### config.mk
export PLATFORM = sky130hd
export DESIGN_NAME = i2s_rx_flat
export DESIGN_NICKNAME = d
export VERILOG_FILES = /design/src/rtl/i2s_rx_if.sv /design/src/rtl/i2s_rx.sv /design/src/flat_wrapper.sv
export SDC_FILE = /design/constraint.sdc
export NUM_CORES = 1
export LEC_CHECK = 0
export CAP_MARGIN = 25
export CORE_ASPECT_RATIO = 1.1
export CORE_MARGIN = 3
export CORE_UTILIZATION = 56
export CTS_BUF_LIST = sky130_fd_sc_hd__clkbuf_8
export DETAILED_ROUTE_END_ITERATION = 7
export PLACE_DENSITY = 0.78
export RECOVER_POWER = 50
export SLEW_MARGIN = 5
export SYNTH_ARGS = -nofsm -noshare
export SYNTH_HDL_FRONTEND = slang
export SYNTH_SLANG_ARGS = --single-unit
### constraint.sdc
create_clock -name CLK -period 9.8 [get_ports CLK]
set_clock_uncertainty 0.1 [all_clocks]
set_input_delay 1.47 -clock CLK [delete_from_list [all_inputs] [get_ports CLK]]
set_output_delay 1.47 -clock CLK [all_outputs]
set_load 0.05 [all_outputs]
### src/rtl/i2s_rx_if.sv
// Register bus for i2s_rx. write is a single-cycle strobe qualified by address;
// readdata is a combinational function of address, with no ready or wait states.
interface i2s_rx_if;
    logic [1:0]  address;
    logic        write;
    logic [31:0] writedata;
    logic [31:0] readdata;

    modport master (output address, output write, output writedata, input readdata);
    modport slave  (input address, input write, input writedata, output readdata);
endinterface

### src/rtl/i2s_rx.sv
// I2S receiver: synchronizes codec SCLK/LRCLK/Din into CLK, assembles left/right
// words into stereo pairs, queues them in a FIFO and exposes them on a 4-register bus.
module i2s_rx #(
    parameter int WIDTH = 24,
    parameter int DEPTH = 4
) (
    input  logic       CLK,
    input  logic       RESET,
    input  logic       SCLK,
    input  logic       LRCLK,
    input  logic       Din,
    i2s_rx_if.slave    bus,
    output logic       sample_valid,
    output logic [1:0] state_dbg
);
    localparam int PW   = $clog2(DEPTH);
    localparam int CNTW = PW + 1;
    localparam int BCW  = $clog2(WIDTH);

    typedef enum logic [1:0] {
        IDLE  = 2'd0,
        SKIP  = 2'd1,
        SHIFT = 2'd2,
        WAIT  = 2'd3
    } state_t;

    // Synchronizer bits are ordered {sclk, lrclk, din}.
    logic [2:0]         sync1_q, sync1_d, sync2_q, sync2_d;
    logic               sclk_prev_q, sclk_prev_d;
    logic               lr_prev_q, lr_prev_d;
    logic               lr_seen_q, lr_seen_d;
    state_t             state_q, state_d;
    logic               chan_q, chan_d;
    logic [WIDTH-1:0]   shift_q, shift_d;
    logic [BCW-1:0]     bit_cnt_q, bit_cnt_d;
    logic [WIDTH-1:0]   left_hold_q, left_hold_d;
    logic               left_ok_q, left_ok_d;
    logic [2*WIDTH-1:0] pair_q, pair_d;
    logic               push_pend_q, push_pend_d;
    logic [2*WIDTH-1:0] mem_q [DEPTH];
    logic [2*WIDTH-1:0] mem_d [DEPTH];
    logic [PW-1:0]      wr_ptr_q, wr_ptr_d, rd_ptr_q, rd_ptr_d;
    logic [CNTW-1:0]    count_q, count_d;
    logic               overrun_q, overrun_d;
    logic               frame_err_q, frame_err_d;

    logic               sclk_s, lr_s, din_s;
    logic               bit_event, lr_change;
    logic [WIDTH-1:0]   word;
    logic               word_done, ferr_set;
    logic               pop, accept, empty, full, wr_status;
    logic [2*WIDTH-1:0] head;
    logic               unused_wdata;

    assign sclk_s    = sync2_q[2];
    assign lr_s      = sync2_q[1];
    assign din_s     = sync2_q[0];
    assign bit_event = sclk_s & ~sclk_prev_q;
    // No LRCLK change can be claimed until one bit event has recorded a reference level.
    assign lr_change = lr_seen_q & (lr_s != lr_prev_q);
    assign word      = {shift_q[WIDTH-2:0], din_s};

    assign empty     = (count_q == '0);
    assign full      = (count_q == CNTW'(DEPTH));
    assign head      = mem_q[rd_ptr_q];
    assign pop       = bus.write & (bus.address == 2'd3) & ~empty;
    assign accept    = push_pend_q & (~full | pop);
    assign wr_status = bus.write & (bus.address == 2'd0);

    assign sample_valid = accept;
    assign state_dbg    = state_q;
    assign unused_wdata = ^bus.writedata[29:0];

    always_comb begin
        sync1_d     = {SCLK, LRCLK, Din};
        sync2_d     = sync1_q;
        sclk_prev_d = sclk_s;
        lr_prev_d   = lr_prev_q;
        lr_seen_d   = lr_seen_q;
        state_d     = state_q;
        chan_d      = chan_q;
        shift_d     = shift_q;
        bit_cnt_d   = bit_cnt_q;
        left_hold_d = left_hold_q;
        left_ok_d   = left_ok_q;
        pair_d      = pair_q;
        push_pend_d = 1'b0;
        word_done   = 1'b0;
        ferr_set    = 1'b0;

        if (bit_event) begin
            lr_prev_d = lr_s;
            lr_seen_d = 1'b1;
            if (lr_change) begin
                // A word channel boundary mid-capture abandons the partial word.
                ferr_set = (state_q == SKIP) || (state_q == SHIFT);
                state_d  = SKIP;
                chan_d   = lr_s;
            end else begin
                case (state_q)
                    SKIP: begin
                        state_d   = SHIFT;
                        bit_cnt_d = '0;
                    end
                    SHIFT: begin
                        shift_d   = word;
                        bit_cnt_d = bit_cnt_q + BCW'(1);
                        if (bit_cnt_q == BCW'(WIDTH - 1)) begin
                            state_d   = WAIT;
                            word_done = 1'b1;
                        end
                    end
                    default: ;
                endcase
            end
        end

        if (word_done) begin
            if (!chan_q) begin
                left_hold_d = word;
                left_ok_d   = 1'b1;
            end else if (left_ok_q) begin
                pair_d      = {left_hold_q, word};
                push_pend_d = 1'b1;
                left_ok_d   = 1'b0;
            end
        end
    end

    always_comb begin
        mem_d    = mem_q;
        wr_ptr_d = wr_ptr_q;
        rd_ptr_d = rd_ptr_q;
        count_d  = count_q;
        // When full, the popped head slot is the one the accepted push overwrites.
        if (pop) begin
            rd_ptr_d = rd_ptr_q + PW'(1);
        end
        if (accept) begin
            mem_d[wr_ptr_q] = pair_q;
            wr_ptr_d        = wr_ptr_q + PW'(1);
        end
        case ({accept, pop})
            2'b10:   count_d = count_q + CNTW'(1);
            2'b01:   count_d = count_q - CNTW'(1);
            default: ;
        endcase
        overrun_d   = (push_pend_q & ~accept) |
                      (overrun_q & ~(wr_status & bus.writedata[31]));
        frame_err_d = ferr_set | (frame_err_q & ~(wr_status & bus.writedata[30]));
    end

    always_comb begin
        bus.readdata = '0;
        case (bus.address)
            2'd0: bus.readdata = {overrun_q, frame_err_q, 20'b0, empty, full, 8'(count_q)};
            2'd1: if (!empty) bus.readdata = 32'(head[2*WIDTH-1:WIDTH]) << (32 - WIDTH);
            2'd2: if (!empty) bus.readdata = 32'(head[WIDTH-1:0]) << (32 - WIDTH);
            default: ;
        endcase
    end

    always_ff @(posedge CLK or posedge RESET) begin
        if (RESET) begin
            sync1_q     <= '0;
            sync2_q     <= '0;
            sclk_prev_q <= 1'b0;
            lr_prev_q   <= 1'b0;
            lr_seen_q   <= 1'b0;
            state_q     <= IDLE;
            chan_q      <= 1'b0;
            shift_q     <= '0;
            bit_cnt_q   <= '0;
            left_hold_q <= '0;
            left_ok_q   <= 1'b0;
            pair_q      <= '0;
            push_pend_q <= 1'b0;
            mem_q       <= '{default: '0};
            wr_ptr_q    <= '0;
            rd_ptr_q    <= '0;
            count_q     <= '0;
            overrun_q   <= 1'b0;
            frame_err_q <= 1'b0;
        end else begin
            sync1_q     <= sync1_d;
            sync2_q     <= sync2_d;
            sclk_prev_q <= sclk_prev_d;
            lr_prev_q   <= lr_prev_d;
            lr_seen_q   <= lr_seen_d;
            state_q     <= state_d;
            chan_q      <= chan_d;
            shift_q     <= shift_d;
            bit_cnt_q   <= bit_cnt_d;
            left_hold_q <= left_hold_d;
            left_ok_q   <= left_ok_d;
            pair_q      <= pair_d;
            push_pend_q <= push_pend_d;
            mem_q       <= mem_d;
            wr_ptr_q    <= wr_ptr_d;
            rd_ptr_q    <= rd_ptr_d;
            count_q     <= count_d;
            overrun_q   <= overrun_d;
            frame_err_q <= frame_err_d;
        end
    end
endmodule

### src/flat_wrapper.sv
// flat-port wrapper written by rule: the top's interface ports become plain ports
module i2s_rx_flat 
#(
    parameter int WIDTH = 24,
    parameter int DEPTH = 4
)
  (CLK, RESET, SCLK, LRCLK, Din, sample_valid, state_dbg, bus_address, bus_write, bus_writedata, bus_readdata);
  i2s_rx_if bus_i ();
  input  logic CLK;
  input  logic RESET;
  input  logic SCLK;
  input  logic LRCLK;
  input  logic Din;
  output logic sample_valid;
  output logic [1:0] state_dbg;
  input wire logic [$bits(bus_i.address)-1:0] bus_address;
  input wire logic [$bits(bus_i.write)-1:0] bus_write;
  input wire logic [$bits(bus_i.writedata)-1:0] bus_writedata;
  output wire logic [$bits(bus_i.readdata)-1:0] bus_readdata;
  assign bus_i.address = bus_address;
  assign bus_i.write = bus_write;
  assign bus_i.writedata = bus_writedata;
  assign bus_readdata = bus_i.readdata;
  i2s_rx #(.WIDTH(WIDTH), .DEPTH(DEPTH)) u_core (.CLK(CLK), .RESET(RESET), .SCLK(SCLK), .LRCLK(LRCLK), .Din(Din), .bus(bus_i), .sample_valid(sample_valid), .state_dbg(state_dbg));
endmodule
; After elaboration in Yosys (flattened, before gate mapping)
; Cells that the tools add are included.
[word_totals]
n_memories = 0
mem_bits_ro = 0
output_inout_bits = 35
ramBits = 0
reg_bits = 315
latch_bits = 0
[classes]
n_div = 0
n_mul = 0
eq_ne = 11
bitwise_logic = 24
n_reduce_logical = 13
mux = 24
n_shift = 0
n_addsub = 5
n_lt_le_gt_ge = 3
[ops]
columns = op, n
row1 = $bwmux W192, 1
row2 = $mux W48, 3
row3 = $bmux W48 S2, 1
row4 = $demux W48 S2, 1
row5 = $pmux W32 S3, 1
row6 = $mux W32, 2
row7 = $reduce_and A3 Y1, 4
row8 = $and A1 B1 Y1, 11
row9 = $mux W1, 10
row10 = $pmux W5 S2, 1
row11 = $eq A2 B2 Y1 const B, 4
row12 = $not A1 Y1, 8
row13 = $eq A2 B1 Y1 const B, 3
row14 = $ge A3 B3 Y1 const B, 2
row15 = $not A2 Y3, 2
row16 = $pmux W3 S2, 1
row17 = $add A5 B1 Y5 const B, 1
row18 = $eq A5 B5 Y1 const B, 1
row19 = $add A2 B1 Y2 const B, 2
row20 = $mux W2, 2
row21 = $pmux W2 S2, 1
row22 = $reduce_and A2 Y1, 2
row23 = $reduce_bool A2 Y1, 2
row24 = $add A3 B1 Y3 const B, 1
row25 = 11 further kinds, 13

; Logic depth before layout (Yosys ltp)
; Gate-level depths: netlist of run 1.
[depth]
ltp_word = 8
ltp_mapped = 9
depth_no_buf = 8

; Least setup slack after synthesis of run 1
; No wires, ideal clock.
[synth_timing]
path_type = input to output
from = input port bus_address[1]
to = output port bus_readdata[8]
path_slack_ns = 3.811
t_arrival_ns = 4.419
stages = 4
path_buffers = 2
path_cell_list = buf_4 -> clkbuf_1 -> nor3_1 -> a2111oi_0
[synth_via]
elab_chain_len = 2
word_cells_on_any_way = 4
[synth_rtl]
columns = element, line
row1 = "start, declared", flat_wrapper.sv:16  ; input wire logic [$bits(bus_i.address)-1:0] bus_address;
row2 = "$eq A2 B2 Y1, or another cell as far along", i2s_rx.sv:155  ; case (bus.address)
row3 = $pmux W32 S3 *, i2s_rx.sv:155
row4 = "end, declared", flat_wrapper.sv:19  ; output wire logic [$bits(bus_i.readdata)-1:0] bus_readdata;
; Mark *: on every way between the ends. The rest lies on a longest branch, timed or not.

; Worst setup path after layout of run 1
[layout_timing]
from = input port bus_address[1]
to = output port sample_valid
[layout_via]
elab_chain_len = 5
[layout_rtl]
columns = element, line
row1 = $eq A2 B2 Y1, i2s_rx.sv:66  ; assign pop = bus.write & (bus.address == 2'd3) & ~empty;
row2 = $and A1 B1 Y1 (2 in series), i2s_rx.sv:66
row3 = $or A1 B1 Y1, i2s_rx.sv:67  ; assign accept = push_pend_q & (~full | pop);
row4 = $and A1 B1 Y1, i2s_rx.sv:67
row5 = "end, declared", flat_wrapper.sv:14  ; output logic sample_valid;
; No other way between the ends.

==> out/results.ini, run 1 <==
[die]
rows=60
die_w_microns=157.0
start_util_pct=57.19
dieArea_sq_mm=0.02701
die_y_microns=172.1
io-pin-count=75
core_sq_mm=0.02455

[grt]
grt_pass1_wl_mm=42.04
antenna_found_initial=0
first_global_vias=7913
grt_max_degree=188
grt_overflow=0
grt_usage_pct=19.56

[critical_path]
rrSetupSlack_ns=4.58
path_max_fanout=18
worstPathArrival_ns=4.93
endpoint_kind=primary output
required_ns=8.23
crit_type=input port to primary output
cp-start-kind=input port

[synth]
syn_avg_cell_area_sq_um=15.41
synth_seq_area_share_pct=56.15
yosys.cell_types.count=50
syn-cell-area_sq_mm=0.01404
yosys_warnings=0
synth_seq_cells=315
synthCells=911

[finish]
fin_nets=1001
drive_gt1_share_pct=39.23
area_growth_pct=9.358
final_cell_mix=dfrtp_1 (313), mux2_2 (199), mux2_4 (80)
final_util_pct=62.54
multiInputGateArea_sq_mm=0.005672
num_antenna_cells=0
final_common_cell=dfrtp_1
fillers=1760
regArea_sq_mm=0.007888

[status]
violations=max-capacitance violations, max-slew violations
status=finished, violations left

[pwr]
power.density_mw_per_mm2=188.5
finalPower_uw=2894
leakagePower_uw=0.007826
ir_drop_mv=0.1074

[clocking]
clk_latency_ns=0.55
root_buffer=clkbuf_8
clock-sinks=315
postCtsSetupRepairBufs=0
cts.clk_slew.worst_paths_ns=0.06
ctsHoldBuffers=0
numCtsBuffers=49
cts.htree.levels=2
clk_path_buf_depth=3
cts_resized=0
cts_tree=built

[sta]
setup_viol=0
fmax_mhz=153.9
max_slew.worst_pin.slew_ns=3.704
rsz0062_at_grt=no
slew_headroom_pct=-147.0
period_minus_slack_ns=6.498
tns_ns=0
finalCritPeriodShare_pct=66.31
slew_violations=198
hold_viol=0

[route]
routed.top_layer=met4
viasPerCell=5.747
wl_met1_mm=11.73
wirelength_mm=25.59
drc_errors=0
postRouteAntennaNets=0
dr.pass1.iters=4
vias=7466
wl_met2_mm=12.57
first_iter_violations=371
wl_met3_microns=862
wl_per_cell_microns=19.70

[place]
routabilityCongestion=0.7316
port-buffer-count=39
dp_hpwl_mm=14.20

[hold_path]
hp-class=flip-flop to flip-flop

[run]
cap_violations=5

-- where the power goes --
group	switching, uW	total [uW]	internal [uW]
clock network	484	1020	533
logic	308	488	181
registers	57.4	1390	1330
total	849	2890	2040
-- cells by family after synthesis --
| kind of cell | Yosys count | share of synthesized area, % |
|---|---|---|
| fa+ha+maj | 7 | 0.6774 |
| flops | 315 | 56.15 |
| buf+inv | 70 | 3.084 |
| xor+xnor | 7 | 0.4902 |
| compound gates | 71 | 3.619 |
| other cells | 1 | 0.02671 |
| mux | 359 | 32.82 |
| simple gates | 81 | 3.137 |
-- sequential cells by signal, summed over array words and instances (netlist names), 2 cells and up --
name                count
u_core.bit_cnt_q        5
u_core.count_q          3
u_core.left_hold_q     24
u_core.mem_q          192
u_core.pair_q          48
u_core.rd_ptr_q         2
u_core.shift_q         23
u_core.state_dbg        2
u_core.sync1_q          3
u_core.sync2_q          3
u_core.wr_ptr_q         2
-- path summary, 6_finish.rpt --
| kind | from | endpoint | cells after the start |
|---|---|---|---|
| setup / recovery | bus_address[1] | sample_valid | 4 |
| min in group asynchronous | RESET | u_core.frame_err_q | 3 |
| setup reg to reg | u_core.state_dbg[0] | u_core.left_hold_q[7] | 7 |
| hold / removal | u_core.sync1_q[1] | u_core.sync2_q[1] | 0 |
| max in group asynchronous | RESET | u_core.mem_q[80] | 5 |
| hold reg to reg | u_core.sync1_q[1] | u_core.sync2_q[1] | 0 |
-- layer usage --
metal,up-vias,track usage [%]
li1,3404,-
met1,3899,27.34
met2,118,32.30
met3,45,3.304
met4,0,5.025
met5,-,0
-- worst max-delay path, stage by stage --
cell and delay (ns):
dlygate4sd3_1 0.97, nand3_1 0.28, a31oi_1 1.18, clkdlybuf4s50_1 1.02
-- through the flow --
stage / cells / setup WS, ns / hold slack, ns / cell area [sq um]
global route: 1299 / 3.157 / 0.2590 / 15350
CTS: 1298 / 3.611 / 0.2532 / 15440
global placement: 1212 / 3.635 / 0.2342 / 14530
detailed placement: 1212 / 3.617 / 0.2387 / 14530
floorplan: 915 / 3.811 / 0.2312 / 14060
finish: 1299 / 3.302 / 0.2518 / 15350
-- synth_stat cells (all sizes together) --
master     n  area [sq um]
mux4      28         630.6
buf       45         339.1
nand2b     6         37.54
fa         1         20.02
or2        2         12.51
o21bai     2         15.01
dfrtp    315          7883
a21oi      9         56.31
xor2       2         25.03
o21ai     20         100.1
a31oi      2         27.53
mux2     290          3566
clkbuf    16         60.06
or3b       1         8.760
nor3b      2         26.28
o31ai      1         7.510
o22ai      9         56.30
nand3b     1         11.26
a21o       2         15.01
o221ai     8         70.07
nand4b     1         8.760
nor4       1         6.260
nand2     18         97.59
and2       2         12.51
nor2      29         108.9
nor2b      5         31.28
a22oi     13         97.59
nor3       4         20.02
nand3      8         52.55
o32ai      2         17.52
a2111oi    2         36.29
ha         6         75.07
mux2i     41         410.4
and3       1         6.260
conb       1         3.750
xnor2      5         43.79
inv        9         33.78
o311ai     1         8.760
-- area by class of cell --
| cell class | instances | area share [%] |
|---|---|---|
| sequential | 315 | 51.38 |
| multi-input combinational | 530 | 36.94 |
| clock buffer | 58 | 5.200 |
| timing repair buffer | 49 | 2.967 |
| tap | 310 | 2.526 |
| clock inverter | 28 | 0.7416 |
| inverter | 9 | 0.2445 |
No activity file was read; power rests on OpenSTA's default activity.
==> run 2: changes to the inputs <==
clock period = 5.4 ns   (was 9.8 ns; I/O delays follow)
==> run 2 against run 1 <==
The flow still finishes with violations (max-capacitance violations, max-slew violations). Register-to-register slack got worse by 2.3 ns. Die area stayed put. Sequential cell count unchanged. Cell count grew 1.1%. Via count increased by 1.0%. Largest cell class unchanged. Largest power group unchanged. Highest routed layer unchanged.
==> out/results.ini, run 2 (synthesized netlist as in run 1, its figures left out) <==
[finish]
area_growth_pct=11.78
stdcell_count=1313
fin_nets=1009
multiInputGateArea_sq_mm=0.005736
largest-register=u_core.mem_q
regArea_sq_mm=0.007888
largest_register_ffs=192
final_cell_mix=dfrtp_1 (313), mux2_2 (200), mux2_4 (80)
drive_gt1_share_pct=41.97
fillers=1777
final_common_cell=dfrtp_1
num_antenna_cells=0
reg.largest.list=u_core.mem_q x192, u_core.pair_q x48, u_core.left_hold_q x24
final_util_pct=63.92

[place]
port-buffer-count=39
dp.cells=1218
routabilityCongestion=0.7375
dp_hpwl_mm=14.50

[clocking]
postCtsSetupRepairBufs=0
clock-sinks=315
cts.htree.levels=2
cts.clk_slew.worst_paths_ns=0.05
root_buffer=clkbuf_8
ctsHoldBuffers=0
numCtsBuffers=51
cts_tree=built
clk_path_buf_depth=3
cts_resized=0
clk_latency_ns=0.56

[route]
postRouteAntennaNets=0
viasPerCell=5.744
drc_errors=0
wirelength_mm=25.94
first_iter_violations=397
wl_per_cell_microns=19.75
dr.pass1.iters=4
vias=7542

[critical_path]
crit_type=input port to primary output
cp-start-kind=input port
worstPathArrival_ns=3.51
path_max_fanout=16
endpoint_kind=primary output
required_ns=4.49

[die]
start_util_pct=57.19
dieArea_sq_mm=0.02701
rows=60
io-pin-count=75
core_sq_mm=0.02455
die_y_microns=172.1
die_w_microns=157.0

[grt]
grt_overflow=0
grt_pass1_wl_mm=42.93
grt_usage_pct=20.01
grt_max_degree=136
antenna_found_initial=0
first_global_vias=8152

[run]
cap_violations=1

[status]
violations=max-capacitance violations, max-slew violations
status=finished, violations left

[sta]
slew_headroom_pct=-75.68
finalCritPeriodShare_pct=81.90
max_slew.worst_pin.slew_ns=2.635
rsz0062_at_grt=no
fmax_mhz=226.1
setup_viol=0
tns_ns=0
hold_viol=0
slew_violations=112
period_minus_slack_ns=4.422

[pwr]
leakagePower_uw=0.007967
ir_drop_mv=0.1780
power.density_mw_per_mm2=356.5

[hold_path]
hp-class=flip-flop to flip-flop

-- run 2: metrics by stage --
step | worst slack (ns) | area (sq um) | hold slack, ns | total power, uW
after global placement | 0.9385 | 14580 | 0.2339 | 3472
after floorplan | 0.2931 | 14060 | 0.2312 | 3219
after global routing | 0.8764 | 15690 | 0.2595 | 5833
after detailed placement | 0.9607 | 14580 | 0.2356 | 3482
after CTS | 0.8971 | 15700 | 0.2484 | 5658
final | 0.9776 | 15690 | 0.2454 | 5594
-- run 2: worst max-delay path: stages --
cell	delay (ns)
dlygate4sd3_1	0.63
nand2b_1	0.56
o221ai_1	0.35
o21ai_0	0.22
nor2_1	0.13
clkdlybuf4s50_1	0.81
-- run 2: metal layers --
layer | vias to the layer above | track usage [%] | routed length (microns)
met5 | - | 0 | 0
met2 | 127 | 32.73 | 12690
met1 | 3957 | 27.89 | 11760
met4 | 0 | 6.319 | 611
li1 | 3412 | - | -
met3 | 46 | 3.179 | 866
-- run 2: final timing paths --
kind | start | slack, ns | to | cells after the start
worst max-delay path | bus_address[0] | 0.98 | bus_readdata[22] | 6
worst min-delay path | u_core.sync1_q[1] | 0.25 | u_core.sync2_q[1] | 0
worst max register to register | u_core.state_dbg[0] | 2.30 | u_core.left_hold_q[9] | 7
worst min register to register | u_core.sync1_q[1] | 0.25 | u_core.sync2_q[1] | 0
max in group asynchronous | RESET | 1.56 | u_core.mem_q[106] | 3
min in group asynchronous | RESET | 0.68 | u_core.bit_cnt_q[3] | 2
-- run 2: area by class of cell --
cell class,instances,area share [%]
Sequential cell,315,50.26
Multi-Input combinational cell,530,36.55
Clock buffer,69,6.052
Timing Repair Buffer,55,3.397
Tap cell,310,2.472
Clock inverter,25,1.044
Inverter,9,0.2232
-- run 2: report_power, final --
part / switching, uW / internal, uW
sequential: 117 / 2410
combinational: 561 / 349
clock: 917 / 1240
total: 1590 / 4000
